--- src/rtl/alu_share_arbiter.sv ---
// Round-robin arbiter sharing one combinational ALU between two requesters.
// Operands are registered for one EXEC cycle; the result is held in RESP until the owner accepts it.
module alu_share_arbiter #(
  parameter int WIDTH = 32,
  parameter int OPW   = 5,
  parameter int SHW   = 5
) (
  input  logic             clock,
  input  logic             reset,
  input  logic             req_valid0,
  output logic             req_ready0,
  input  logic [OPW-1:0]   req_op0,
  input  logic [SHW-1:0]   req_shamt0,
  input  logic [WIDTH-1:0] req_a0,
  input  logic [WIDTH-1:0] req_b0,
  input  logic             req_valid1,
  output logic             req_ready1,
  input  logic [OPW-1:0]   req_op1,
  input  logic [SHW-1:0]   req_shamt1,
  input  logic [WIDTH-1:0] req_a1,
  input  logic [WIDTH-1:0] req_b1,
  output logic             resp_valid0,
  output logic             resp_valid1,
  input  logic             resp_ready0,
  input  logic             resp_ready1,
  output logic [WIDTH-1:0] resp_result,
  output logic             resp_ne,
  output logic             resp_lt,
  output logic             resp_ovf,
  output logic [WIDTH-1:0] alu_opA,
  output logic [WIDTH-1:0] alu_opB,
  output logic [OPW-1:0]   alu_opcode,
  output logic [SHW-1:0]   alu_shamt,
  input  logic [WIDTH-1:0] alu_result,
  input  logic             alu_ne,
  input  logic             alu_lt,
  input  logic             alu_ovf,
  output logic             busy
);

  typedef enum logic [1:0] {
    IDLE = 2'b00,
    EXEC = 2'b01,
    RESP = 2'b10
  } state_t;

  state_t state, state_next;
  logic   owner, last_grant;
  logic   grant_any, grant_id;
  logic   resp_fire;

  always_ff @(posedge clock) begin
    if (reset) state <= IDLE;
    else       state <= state_next;
  end

  // Handshake outputs are forced low while reset is asserted so nothing completes in a reset cycle.
  always_comb begin
    state_next  = state;
    grant_any   = 1'b0;
    grant_id    = 1'b0;
    resp_fire   = 1'b0;
    req_ready0  = 1'b0;
    req_ready1  = 1'b0;
    resp_valid0 = 1'b0;
    resp_valid1 = 1'b0;
    busy        = 1'b0;
    if (!reset) begin
      busy = (state != IDLE);
      case (state)
        IDLE: begin
          if (req_valid0 && req_valid1) begin
            grant_any = 1'b1;
            grant_id  = ~last_grant;
          end else if (req_valid0) begin
            grant_any = 1'b1;
            grant_id  = 1'b0;
          end else if (req_valid1) begin
            grant_any = 1'b1;
            grant_id  = 1'b1;
          end
          req_ready0 = grant_any & ~grant_id;
          req_ready1 = grant_any & grant_id;
          if (grant_any) state_next = EXEC;
        end
        EXEC: state_next = RESP;
        RESP: begin
          resp_valid0 = ~owner;
          resp_valid1 = owner;
          resp_fire   = owner ? resp_ready1 : resp_ready0;
          if (resp_fire) state_next = IDLE;
        end
        default: state_next = IDLE;
      endcase
    end
  end

  // Datapath registers keep their last values outside EXEC/RESP; only reset clears them.
  always_ff @(posedge clock) begin
    if (reset) begin
      owner       <= 1'b0;
      last_grant  <= 1'b1;
      alu_opA     <= '0;
      alu_opB     <= '0;
      alu_opcode  <= '0;
      alu_shamt   <= '0;
      resp_result <= '0;
      resp_ne     <= 1'b0;
      resp_lt     <= 1'b0;
      resp_ovf    <= 1'b0;
    end else begin
      if (grant_any) begin
        owner      <= grant_id;
        last_grant <= grant_id;
        alu_opA    <= grant_id ? req_a1     : req_a0;
        alu_opB    <= grant_id ? req_b1     : req_b0;
        alu_opcode <= grant_id ? req_op1    : req_op0;
        alu_shamt  <= grant_id ? req_shamt1 : req_shamt0;
      end
      if (state == EXEC) begin
        resp_result <= alu_result;
        resp_ne     <= alu_ne;
        resp_lt     <= alu_lt;
        resp_ovf    <= alu_ovf;
      end
    end
  end

endmodule
--- config.mk ---
export PLATFORM = sky130hd
export DESIGN_NAME = alu_share_arbiter
export DESIGN_NICKNAME = d
export VERILOG_FILES = /design/src/rtl/alu_share_arbiter.sv
export SDC_FILE = /design/constraint.sdc
export NUM_CORES = 1
export LEC_CHECK = 0
export BUFFER_PORTS_ARGS = -buffer_cell sky130_fd_sc_hd__clkbuf_2
export CORE_MARGIN = 10
export CORE_UTILIZATION = 35
export CTS_BUF_LIST = sky130_fd_sc_hd__clkbuf_4
export DETAILED_ROUTE_END_ITERATION = 10
export PLACE_DENSITY = 0.8
export SYNTH_ARGS = -nofsm -noshare
export SYNTH_HDL_FRONTEND = slang
export SYNTH_SLANG_ARGS = --single-unit
export TNS_END_PERCENT = 20
--- constraint.sdc ---
create_clock -name clock -period 1.2 [get_ports clock]
set_input_delay 0.18 -clock clock [delete_from_list [all_inputs] [get_ports clock]]
set_output_delay 0.18 -clock clock [all_outputs]
set_load 0.03 [all_outputs]
==> results of run 1 <==
-- power breakdown --
part	switching, mW	internal (mW)
Combinational	2.77	2.93
Sequential	0.407	4.22
Clock	1.79	1.04
Total	4.97	8.19
-- cells by family (layout without fill, tap and decap cells) --
group,after synthesis,in the layout
other,0,11
muxes,3,3
DFF,113,113
and+or+nand+nor,85,85
AOI/OAI and AO/OA,259,259
buffers and inverters,143,679
-- worst max-delay path: stages, from the launching register on --
cell and delay (ps):
dfxtp_2 350, nor3_4 210, buf_6 140, buf_6 80
buf_6 90, buf_12 130, buf_12 110, buf_16 120
buf_8 120, o211ai_1 100, o32ai_1 210
-- routing by layer --
layer / track usage / routed length, um
met2: 0.4750 / 16420
met5: 0.007853 / 0
met4: 0.2085 / 2592
met1: 0.2782 / 11340
met3: 0.09736 / 3243
-- cell type report --
| class | count | area [sq um] |
|---|---|---|
| antenna | 11 | 27.53 |
| clock buffer | 17 | 127.6 |
| tap | 188 | 235.2 |
| fill | 804 | 3187 |
| sequential | 113 | 2415 |
| inverter | 74 | 290.3 |
| clock inverter | 15 | 135.1 |
| timing repair buffer | 573 | 5876 |
| multi-input combinational | 347 | 2796 |
-- worst paths after layout --
kind	from	to	slack (ps)	cells past startpoint
setup / recovery	state[0]$_SDFFE_PP0P_	alu_opB[2]$_SDFFE_PP0P_	-560	10
hold / removal	reset	last_grant$_SDFFE_PP1P_	60	3
setup reg to reg	state[0]$_SDFFE_PP0P_	alu_opB[2]$_SDFFE_PP0P_	-560	10
hold reg to reg	resp_result[14]$_SDFFE_PP0N_	resp_result[14]$_SDFFE_PP0N_	480	2
-- through the flow --
step                      power, mW  area [sq um]  cells  setup TNS [ps]
final                         13.16         11900   1338          -36120
after global routing          13.60         11900   1336          -50220
after CTS                     12.11         11160   1313          -41870
after detailed placement      7.670          7234   1067          -12020
after global placement        7.611          7234   1067          -10700
after floorplan               6.495          5388    603           -2343
-- flip-flops by register name (all words and copies together), names as in the netlist --
name         cells
alu_opB         32
state            2
last_grant       1
alu_shamt        5
resp_lt          1
alu_opA         32
alu_opcode       5
resp_result     32
resp_ne          1
resp_ovf         1
owner            1
-- repair_timing --
| action | 4_1_cts | 5_1_grt |
|---|---|---|
| pin swaps | 6 | 12 |
| gates cloned | 11 | 8 |
| gates resized for setup | 392 | 198 |
| hold endpoints to repair | 110 | 0 |
| endpoints found under the setup margin | 201 | 227 |
| setup buffers | 20 | 13 |
| hold buffers | 184 | 0 |
-- cell usage after synthesis, types with 2 or more instances --
cell type and n:
nand2_1 70, nand2b_1 4, buf_2 24, buf_6 7, clkbuf_1 23, o32ai_1 33
a21oi_1 108, nor2b_1 2, inv_1 73, o32ai_2 40, buf_4 8, buf_1 7
mux2i_1 2, dfxtp_1 113, nor2_1 4, o211ai_1 73
==> impl_metrics.py, run 1 <==
metrics = {
    "cells_and_area": {
        "final_cell_mix": "187 x clkbuf_2, 184 x dlygate4sd3_1, 125 x buf_8",
        "syn_to_final_growth_pct": 121.7,
        "drive_gt1_frac": 0.5593,
        "final_nets": 1315,
        "fin_util": 0.7888,
        "layout_commonest_cell": "clkbuf_2",
    },
    "clock_tree": {
        "clock_tree.buffer_depth": 2,
        "htree_levels": 4,
        "cts_buffers": 17,
        "path_clk_slew_ps": 130,
        "cts_tree": "built",
        "cts_root_buf": "clkbuf_4",
        "clkSinkCount": 113,
        "clock_latency_ps": 540,
    },
    "sta": {
        "hold_slack_ps": 57.77,
        "grt_setup_unrepaired": "true",
        "timing.final.ws_setup_ps": -562.3,
        "period_minus_slack_ps": 1762,
        "clock.fmax_ghz": 0.5674,
        "setup_viol": 170,
        "period_share": 1.469,
        "hold_viol_final": 0,
        "tightest_slew_ps": 604.3,
        "slew_viol_final": 0,
        "relSlewSlack": 0.5971,
        "finalClockSkew_ps": 22.28,
    },
    "worst_setup_path": {
        "start_kind": "register",
        "cp-end-kind": "register",
        "worstPathMaxFanout": 7,
        "worstPathRequired_ps": 1620,
        "path_class": "register to register",
        "cp.arrival_ps": 2180,
    },
    "job": {
        "drv_cap": 0,
    },
    "global_routing": {
        "grt_max_degree": 67,
        "grt_pass1_vias": 8087,
        "grt_util_all_layers": 0.2803,
        "globalRoute.totalOverflow": 0,
        "grt_pass1_wl_um": 44570,
        "grt_antenna_before_repair": 9,
    },
    "logic_synthesis": {
        "synthTopCellsByArea": "dfxtp_1 42%, o32ai_2 12%, o211ai_1 10%, a21oi_1 10%, o32ai_1 5.4%",
        "synth_top_area_share": 0.4213,
        "synth_top_family_by_area": "compound AO/OA/AOI/OAI gates",
        "syn_nets": 792,
        "yosys.area_share.adder": 0,
        "synth_compound_area_frac": 0.3857,
        "async_reset_ff_frac": 0,
        "synth-xor-area-share": 0,
        "ys_warn_count": 0,
        "synth-edff-count": 0,
        "synth.distinct_cells": 28,
        "ys_seq_elements": 113,
        "avgSynthCellArea_sq_um": 8.904,
        "synth_top_area_cell": "dfxtp_1",
        "synthCells": 603,
        "synth_mux_area_frac": 0.005826,
        "synth_ff_type": "dfxtp_1",
        "synthSimpleGateAreaFrac": 0.06619,
        "ys_seq_area_frac": 0.4213,
        "syn_area_sq_mm": 0.005369,
    },
    "floorplanning": {
        "core-area_sq_mm": 0.01509,
        "die_height_um": 143.9,
        "die_w_um": 143.9,
        "boundaryPins": 303,
        "fp-row-count": 45,
        "initial_utilization": 0.3558,
        "dieArea_sq_mm": 0.02069,
    },
    "placement": {
        "place_congestion": 0.7853,
        "place_ws_ps": -223.3,
        "port_buffers": 302,
        "hpwl_um": 14700,
    },
    "drt": {
        "drtAntennaViolNets": 0,
        "drtIter0Drc": 535,
        "via_per_inst": 5.721,
        "first_pass_iters": 5,
        "wl_per_cell_um": 25.11,
        "routed_wl_um": 33600,
        "vias": 7655,
        "drc_errors": 0,
    },
    "power_and_ir_drop": {
        "powerDensity_mw_per_mm2": 1105,
        "leakage_nw": 4.919,
        "peakVddDrop_uv": 642.9,
    },
    "run_status": {
        "status": "complete, but fails checks",
        "violations": "setup timing",
    },
    "hold_path": {
        "hold_path.class": "input port to register",
    },
}
Note: power is estimated with default switching activity, not from simulation.
==> run 2, diff against run 1 <==
- TNS_END_PERCENT: 20 -> unset
==> run 2 against run 1 <==
Compared with the run above:
- the run still ends with setup timing left
- critical endpoint is now alu_opA[28]$_SDFFE_PP0P_
- critical path type unchanged
- power is 7.1% higher
- highest routed layer unchanged
- largest cell class unchanged
- die area unchanged
- combinational power is 12% higher
- non-clock buffer count up 51
- register-to-register slack got worse by 70 ps
- wire length increased by 9.8%
==> impl_metrics.py, run 2 (synthesis gave the netlist of run 1 again) <==
metrics = {
    "worst_setup_path": {
        "cp-end-kind": "register",
        "r2r_cells": 9,
        "worstPathMaxFanout": 5,
        "cp.arrival_ps": 2250,
        "start_kind": "register",
        "r2r-end": "alu_opA[28]$_SDFFE_PP0P_",
        "path_class": "register to register",
        "worstPathRequired_ps": 1620,
        "crit_end": "alu_opA[28]$_SDFFE_PP0P_",
        "r2r_slack_ps": -630,
        "setup.worst_path.start": "state[0]$_SDFFE_PP0P_",
        "regToRegStartpoint": "state[0]$_SDFFE_PP0P_",
    },
    "cells_and_area": {
        "regArea_sq_mm": 0.002414,
        "final_nets": 1366,
        "top_regs": "alu_opA: 32 flops, alu_opB: 32 flops, resp_result: 32 flops",
        "fin_util": 0.8456,
        "layout_commonest_cell": "clkbuf_2",
        "final_cell_area_sq_mm": 0.01276,
        "syn_to_final_growth_pct": 137.7,
        "final_cell_mix": "187 x clkbuf_2, 183 x dlygate4sd3_1, 126 x buf_8",
        "multi_input_area_sq_mm": 0.003162,
        "drive_gt1_frac": 0.6277,
        "fillers": 659,
    },
    "floorplanning": {
        "die_w_um": 143.9,
        "die_height_um": 143.9,
        "core-area_sq_mm": 0.01509,
        "fp-row-count": 45,
        "boundaryPins": 303,
        "initial_utilization": 0.3558,
        "dieArea_sq_mm": 0.02069,
    },
    "clock_tree": {
        "clkSinkCount": 113,
        "clock_tree.buffer_depth": 2,
        "path_clk_slew_ps": 130,
        "clock_latency_ps": 570,
        "cts_tree": "built",
        "htree_levels": 4,
        "cts_buffers": 17,
        "cts_root_buf": "clkbuf_4",
    },
    "sta": {
        "hold_slack_ps": 127.9,
        "relSlewSlack": 0.5576,
        "finalClockSkew_ps": 26.06,
        "grt_setup_unrepaired": "true",
        "period_share": 1.525,
        "timing.final.ws_setup_ps": -630.5,
        "hold_viol_final": 0,
        "tightest_slew_ps": 663.6,
        "period_minus_slack_ps": 1831,
        "setup_viol": 226,
        "slew_viol_final": 0,
        "clock.fmax_ghz": 0.5463,
    },
    "power_and_ir_drop": {
        "powerDensity_mw_per_mm2": 1104,
        "peakVddDrop_uv": 710.0,
        "finalPower_mw": 14.09,
        "leakage_nw": 5.273,
    },
    "drt": {
        "drtAntennaViolNets": 0,
        "wl_per_cell_um": 26.53,
        "drc_errors": 0,
        "first_pass_iters": 5,
        "routed_wl_um": 36880,
        "drtIter0Drc": 710,
        "vias": 8123,
        "via_per_inst": 5.844,
    },
    "placement": {
        "port_buffers": 302,
        "place_congestion": 0.8139,
        "place_ws_ps": -251.8,
        "place_area_sq_mm": 0.007348,
        "hpwl_um": 14520,
    },
    "run_status": {
        "violations": "setup timing",
        "status": "complete, but fails checks",
    },
    "global_routing": {
        "grt_max_degree": 101,
        "grt_pass1_wl_um": 49440,
        "globalRoute.totalOverflow": 0,
        "grt_pass1_vias": 8388,
        "grt_antenna_before_repair": 9,
        "grt_util_all_layers": 0.3111,
    },
    "hold_path": {
        "hold_path.class": "input port to register",
    },
    "job": {
        "drv_cap": 0,
    },
}
## run 2: changes by cell type in the layout (fill, tap and decap cells not counted), sizes merged
cell,change
clkbuf,-6
bufbuf,+1
buf,+57
dlygate4sd3,-1
inv,+1
diode,+1
bufinv,+1
clkinvlp,-2
## run 2: how the worst min path moves through the flow
stage / start / end / slack [ps] / cells past startpoint
2_1_floorplan: alu_result[0] / resp_result[0]$_SDFFE_PP0N_ / 320 / 2
3_3_place_gp: alu_result[30] / resp_result[30]$_SDFFE_PP0N_ / 400 / 3
3_5_place_dp: alu_lt / resp_lt$_SDFFE_PP0N_ / 410 / 3
4_1_cts: resp_ready1 / state[1]$_SDFFE_PP0P_ / 70 / 4
5_1_grt: resp_ready1 / state[1]$_SDFFE_PP0P_ / 110 / 4
6_report: resp_ready1 / state[1]$_SDFFE_PP0P_ / 130 / 4
## run 2: layout make-up
| cell class | instances | share of cell area |
|---|---|---|
| repair buffers | 624 | 0.4971 |
| multi-input cells | 347 | 0.2478 |
| flip-flops and latches | 113 | 0.1892 |
| inverters | 74 | 0.02275 |
| well taps | 188 | 0.01844 |
| clock inverters | 15 | 0.01245 |
| clock buffers | 17 | 0.01000 |
| diodes | 12 | 0.002353 |
## run 2: timing repair
item / in CTS / in global routing
hold buffers: 183 / 0
pin swaps: 68 / 36
hold endpoints to repair: 109 / 0
endpoints found under the setup margin: 224 / 227
buffers inserted: 42 / 41
gates cloned: 19 / 2
resized for setup: 493 / 187
## run 2: per-layer routing
metal  track usage  wire length [um]  vias to the layer above
li1              -                 -                     3369
met1        0.3328             12510                     3841
met2        0.5015             17450                      697
met3        0.1211              4167                      216
met4        0.2037              2756                        0
met5             0                 0                        -
## run 2: power by group
part	switching [mW]	total (mW)	internal, mW	leakage [nW]
sequential	0.410	4.63	4.22	0.973
clock	1.83	3.08	1.26	0.149
combinational	3.11	6.38	3.27	4.15
## run 2: stage by stage
stage | setup TNS, ps | cells
5_1_grt | -51540 | 1387
2_1_floorplan | -1305 | 603
3_5_place_dp | -14350 | 1072
3_3_place_gp | -12450 | 1072
6_report | -39720 | 1390
4_1_cts | -42930 | 1346
## run 2: critical path, stage by stage, from the launching register on
cell and delay, ps:
dfxtp_4 370, nor3_4 200, buf_6 130, buf_6 90, buf_8 130, buf_12 130
buf_12 110, buf_16 110, o211ai_1 170, o32ai_2 250
==> run 3, diff against run 2 <==
- CORE_UTILIZATION: 35 -> 40
- PLACE_DENSITY: 0.8 -> 0.89
==> run 3 against run 2 <==
Compared with the run above:
- the flow now stops in global routing
- synthesized cell count is the same
- synthesized area is the same
==> impl_metrics.py, run 3 <==
metrics = {
    "placement": {
        "place_congestion": 0.8162,
        "port_buffers": 302,
        "place_area_sq_mm": 0.007348,
        "dp_cells": 1057,
        "hpwl_um": 14980,
    },
    "run_status": {
        "error_line": "[ERROR DPL-0038] Utilization greater than 100%, impossible to legalize",
        "stop_stage": "global routing",
        "status": "did not finish",
    },
    "global_routing": {
        "grt_max_degree": 36,
    },
    "logic_synthesis": {
        "synth_ff_type": "dfxtp_1",
        "synth-edff-count": 0,
        "synthTopCellsByArea": "dfxtp_1 42%, o32ai_2 12%, o211ai_1 10%, a21oi_1 10%, o32ai_1 5.4%",
        "async_reset_ff_frac": 0,
        "synth.distinct_cells": 28,
        "ys_seq_area_frac": 0.4213,
        "synthCells": 603,
        "ys_seq_elements": 113,
        "synth_most_common_cell": "dfxtp_1",
        "synth_top_area_cell": "dfxtp_1",
        "syn_area_sq_mm": 0.005369,
        "ys_warn_count": 0,
        "synth_common_cells": "113 x dfxtp_1, 108 x a21oi_1, 73 x inv_1, 73 x o211ai_1, 70 x nand2_1",
        "synth_top_area_share": 0.4213,
        "syn_nets": 792,
        "avgSynthCellArea_sq_um": 8.904,
    },
    "floorplanning": {
        "die_height_um": 135.9,
        "die_w_um": 135.9,
        "initial_utilization": 0.4070,
        "fp-row-count": 42,
        "boundaryPins": 303,
    },
    "clock_tree": {
        "clock_tree.buffer_depth": 2,
        "clkSinkCount": 113,
        "cts_root_buf": "clkbuf_4",
        "cts_buffers": 17,
        "htree_levels": 4,
    },
    "sta": {
        "worst_endpoint": "req_ready1",
        "worstEpCategory": "output port",
    },
}
run 3: cell counts after synthesis:
Identical to the previous run, type by type.
run 3: what timing repair did:
action	in CTS
setup buffers	35
hold buffers	184
pin swaps	70
setup endpoints to repair	211
resized for setup	499
hold endpoints to repair	110
gates cloned	25
run 3: through the flow:
step           hold WS [ps]  setup WS [ps]  utilization
2_1_floorplan         316.0         -45.76            -
4_1_cts               14.07         -582.1       0.9317
3_5_place_dp          408.8         -207.6       0.5571
3_3_place_gp          402.2         -163.8       0.5571
run 3: cells by family after synthesis:
logic type | Yosys count | synth area share
compound gates | 259 | 0.3857
buf+inv | 143 | 0.1210
flops | 113 | 0.4213
mux | 3 | 0.005826
simple gates | 85 | 0.06618
==> run 4, diff against run 3 <==
- CORE_UTILIZATION: 40 -> 25
- CTS_BUF_LIST: sky130_fd_sc_hd__clkbuf_4 -> unset
- PLACE_DENSITY: 0.89 -> unset
- PLACE_DENSITY_LB_ADDON: unset -> 0.15
- clock period: 1.2 -> 1.6 ns (I/O delays scaled with it)
==> run 4 against run 3 <==
Compared with the run above:
- the run now ends clean
==> impl_metrics.py, run 4 (synthesis gave the netlist of run 1 again) <==
metrics = {
    "floorplanning": {
        "die_w_um": 166.5,
        "fp-row-count": 53,
        "dieArea_sq_mm": 0.02774,
        "core-area_sq_mm": 0.02109,
        "die_height_um": 166.5,
        "initial_utilization": 0.2546,
        "boundaryPins": 303,
    },
    "placement": {
        "place_congestion": 0.7500,
        "port_buffers": 302,
        "hpwl_um": 15780,
        "place_ws_ps": 61.49,
    },
    "clock_tree": {
        "htree_levels": 4,
        "cts_tree": "built",
        "clock_latency_ps": 410,
        "clkSinkCount": 113,
        "clock_tree.buffer_depth": 2,
        "path_clk_slew_ps": 60,
        "cts_hold_buf": 0,
        "cts_root_buf": "clkbuf_16",
        "cts_buffers": 17,
    },
    "power_and_ir_drop": {
        "sw_frac_of_total": 0.3138,
        "internal-power_mw": 6.818,
        "p_switching_mw": 3.118,
        "peakVddDrop_uv": 741.9,
        "clockPowerShare": 0.424,
        "p_comb_frac": 0.248,
        "leakage_nw": 3.473,
        "p_seq_frac": 0.328,
        "finalPower_mw": 9.936,
        "powerDensity_mw_per_mm2": 1241,
    },
    "sta": {
        "clock.fmax_ghz": 0.6339,
        "slew_viol_final": 0,
        "period_share": 0.9859,
        "period_minus_slack_ps": 1577,
        "tightest_slew_ps": 477.1,
        "grt_setup_unrepaired": "true",
        "hold_viol_final": 0,
        "setup_viol": 0,
        "timing.final.ws_setup_ps": 22.52,
        "relSlewSlack": 0.6819,
        "finalClockSkew_ps": 6.513,
    },
    "worst_setup_path": {
        "setup.worst_path.start": "state[1]$_SDFFE_PP0P_",
        "r2r_cells": 7,
        "path_class": "register to output pin",
        "r2r-end": "alu_opA[25]$_SDFFE_PP0P_",
        "worstPathRequired_ps": 1360,
        "start_kind": "register",
        "cp.arrival_ps": 1340,
        "cp-end-kind": "output pin",
        "worstPathMaxFanout": 4,
        "regToRegStartpoint": "state[1]$_SDFFE_PP0P_",
        "crit_end": "req_ready1",
        "r2r_slack_ps": 120,
    },
    "cells_and_area": {
        "top_regs": "alu_opA: 32 flops, alu_opB: 32 flops, resp_result: 32 flops",
        "drive_gt1_frac": 0.4672,
        "fillers": 2222,
        "final_cell_mix": "297 x clkbuf_2, 111 x dfxtp_1, 108 x a21oi_1",
        "syn_to_final_growth_pct": 49.17,
        "final_nets": 1075,
        "layout_commonest_cell": "clkbuf_2",
    },
    "global_routing": {
        "grt_antenna_before_repair": 1,
        "grt_util_all_layers": 0.1506,
        "globalRoute.totalOverflow": 0,
        "grt_pass1_wl_um": 33850,
        "grt_max_degree": 83,
        "grt_pass1_vias": 5792,
    },
    "drt": {
        "wl_per_cell_um": 18.84,
        "drc_errors": 0,
        "drtIter0Drc": 207,
        "first_pass_iters": 4,
        "via_per_inst": 4.700,
        "routed_wl_um": 22130,
        "drtAntennaViolNets": 0,
        "vias": 5522,
    },
    "job": {
        "drv_cap": 0,
    },
    "run_status": {
        "status": "finished, final reports clean",
    },
    "hold_path": {
        "hold_path.class": "input port to register",
        "min_path_cells": 3,
    },
}
run 4: final cells by class:
cell class / instances / area, sq um / area share
Antenna cell: 1 / 2.502 / 0.0003125
Clock buffer: 19 / 442.9 / 0.05530
Clock inverter: 13 / 210.2 / 0.02625
Inverter: 74 / 279.0 / 0.03484
Multi-Input combinational cell: 347 / 2505 / 0.3128
Sequential cell: 113 / 2265 / 0.2828
Tap cell: 275 / 344.1 / 0.04296
Timing Repair Buffer: 333 / 1961 / 0.2448
run 4: power groups by stage:
stage	registers [mW]	logic (mW)	clock network [mW]
finish	3.26	2.46	4.22
CTS	3.26	2.44	4.34
floorplan	3.85	1.01	0
global placement	3.31	2.41	0
global route	3.30	2.67	4.48
detailed placement	3.32	2.40	0
run 4: worst max-delay path, stage by stage (launching register included):
cell and delay [ps]:
dfxtp_2 330, nor3_4 240, and2_4 210, clkbuf_16 150
run 4: worst min path at each step:
stage                     slack (ps)                    startpoint                      endpoint
after detailed placement         450  resp_result[13]$_SDFFE_PP0N_  resp_result[13]$_SDFFE_PP0N_
after global routing              40                alu_result[21]  resp_result[21]$_SDFFE_PP0N_
after global placement           440  resp_result[19]$_SDFFE_PP0N_  resp_result[19]$_SDFFE_PP0N_
after CTS                         30                        alu_lt          resp_lt$_SDFFE_PP0N_
after floorplan                  380                 alu_result[0]   resp_result[0]$_SDFFE_PP0N_
final                             40                        alu_lt          resp_lt$_SDFFE_PP0N_
run 4: routing by layer:
layer  vias up  wire, um  global-route usage
met5         -         0                   0
met4         0       348             0.04429
met3        18      1982             0.07060
met2       201     10240              0.2363
met1      2555      9557              0.1795
li1       2748         -                   -
run 4: timing repair:
item / CTS / global route
pin swaps: 4 / 3
setup buffers: 6 / 0
gates resized for setup: 11 / 9
endpoints found under the setup margin: 4 / 36
gates cloned: 0 / 3
run 4: metrics by stage:
step	utilization	area, sq um	hold WS [ps]	std cells	TNS, ps
final	0.3798	8009	43.73	1175	0
after global routing	0.3798	8009	35.17	1175	-116.7
after CTS	0.3749	7905	28.30	1171	-61.61
after detailed placement	0.3396	7162	446.5	1133	0
after global placement	0.3396	7162	443.0	1133	0
after floorplan	-	5374	376.0	603	0
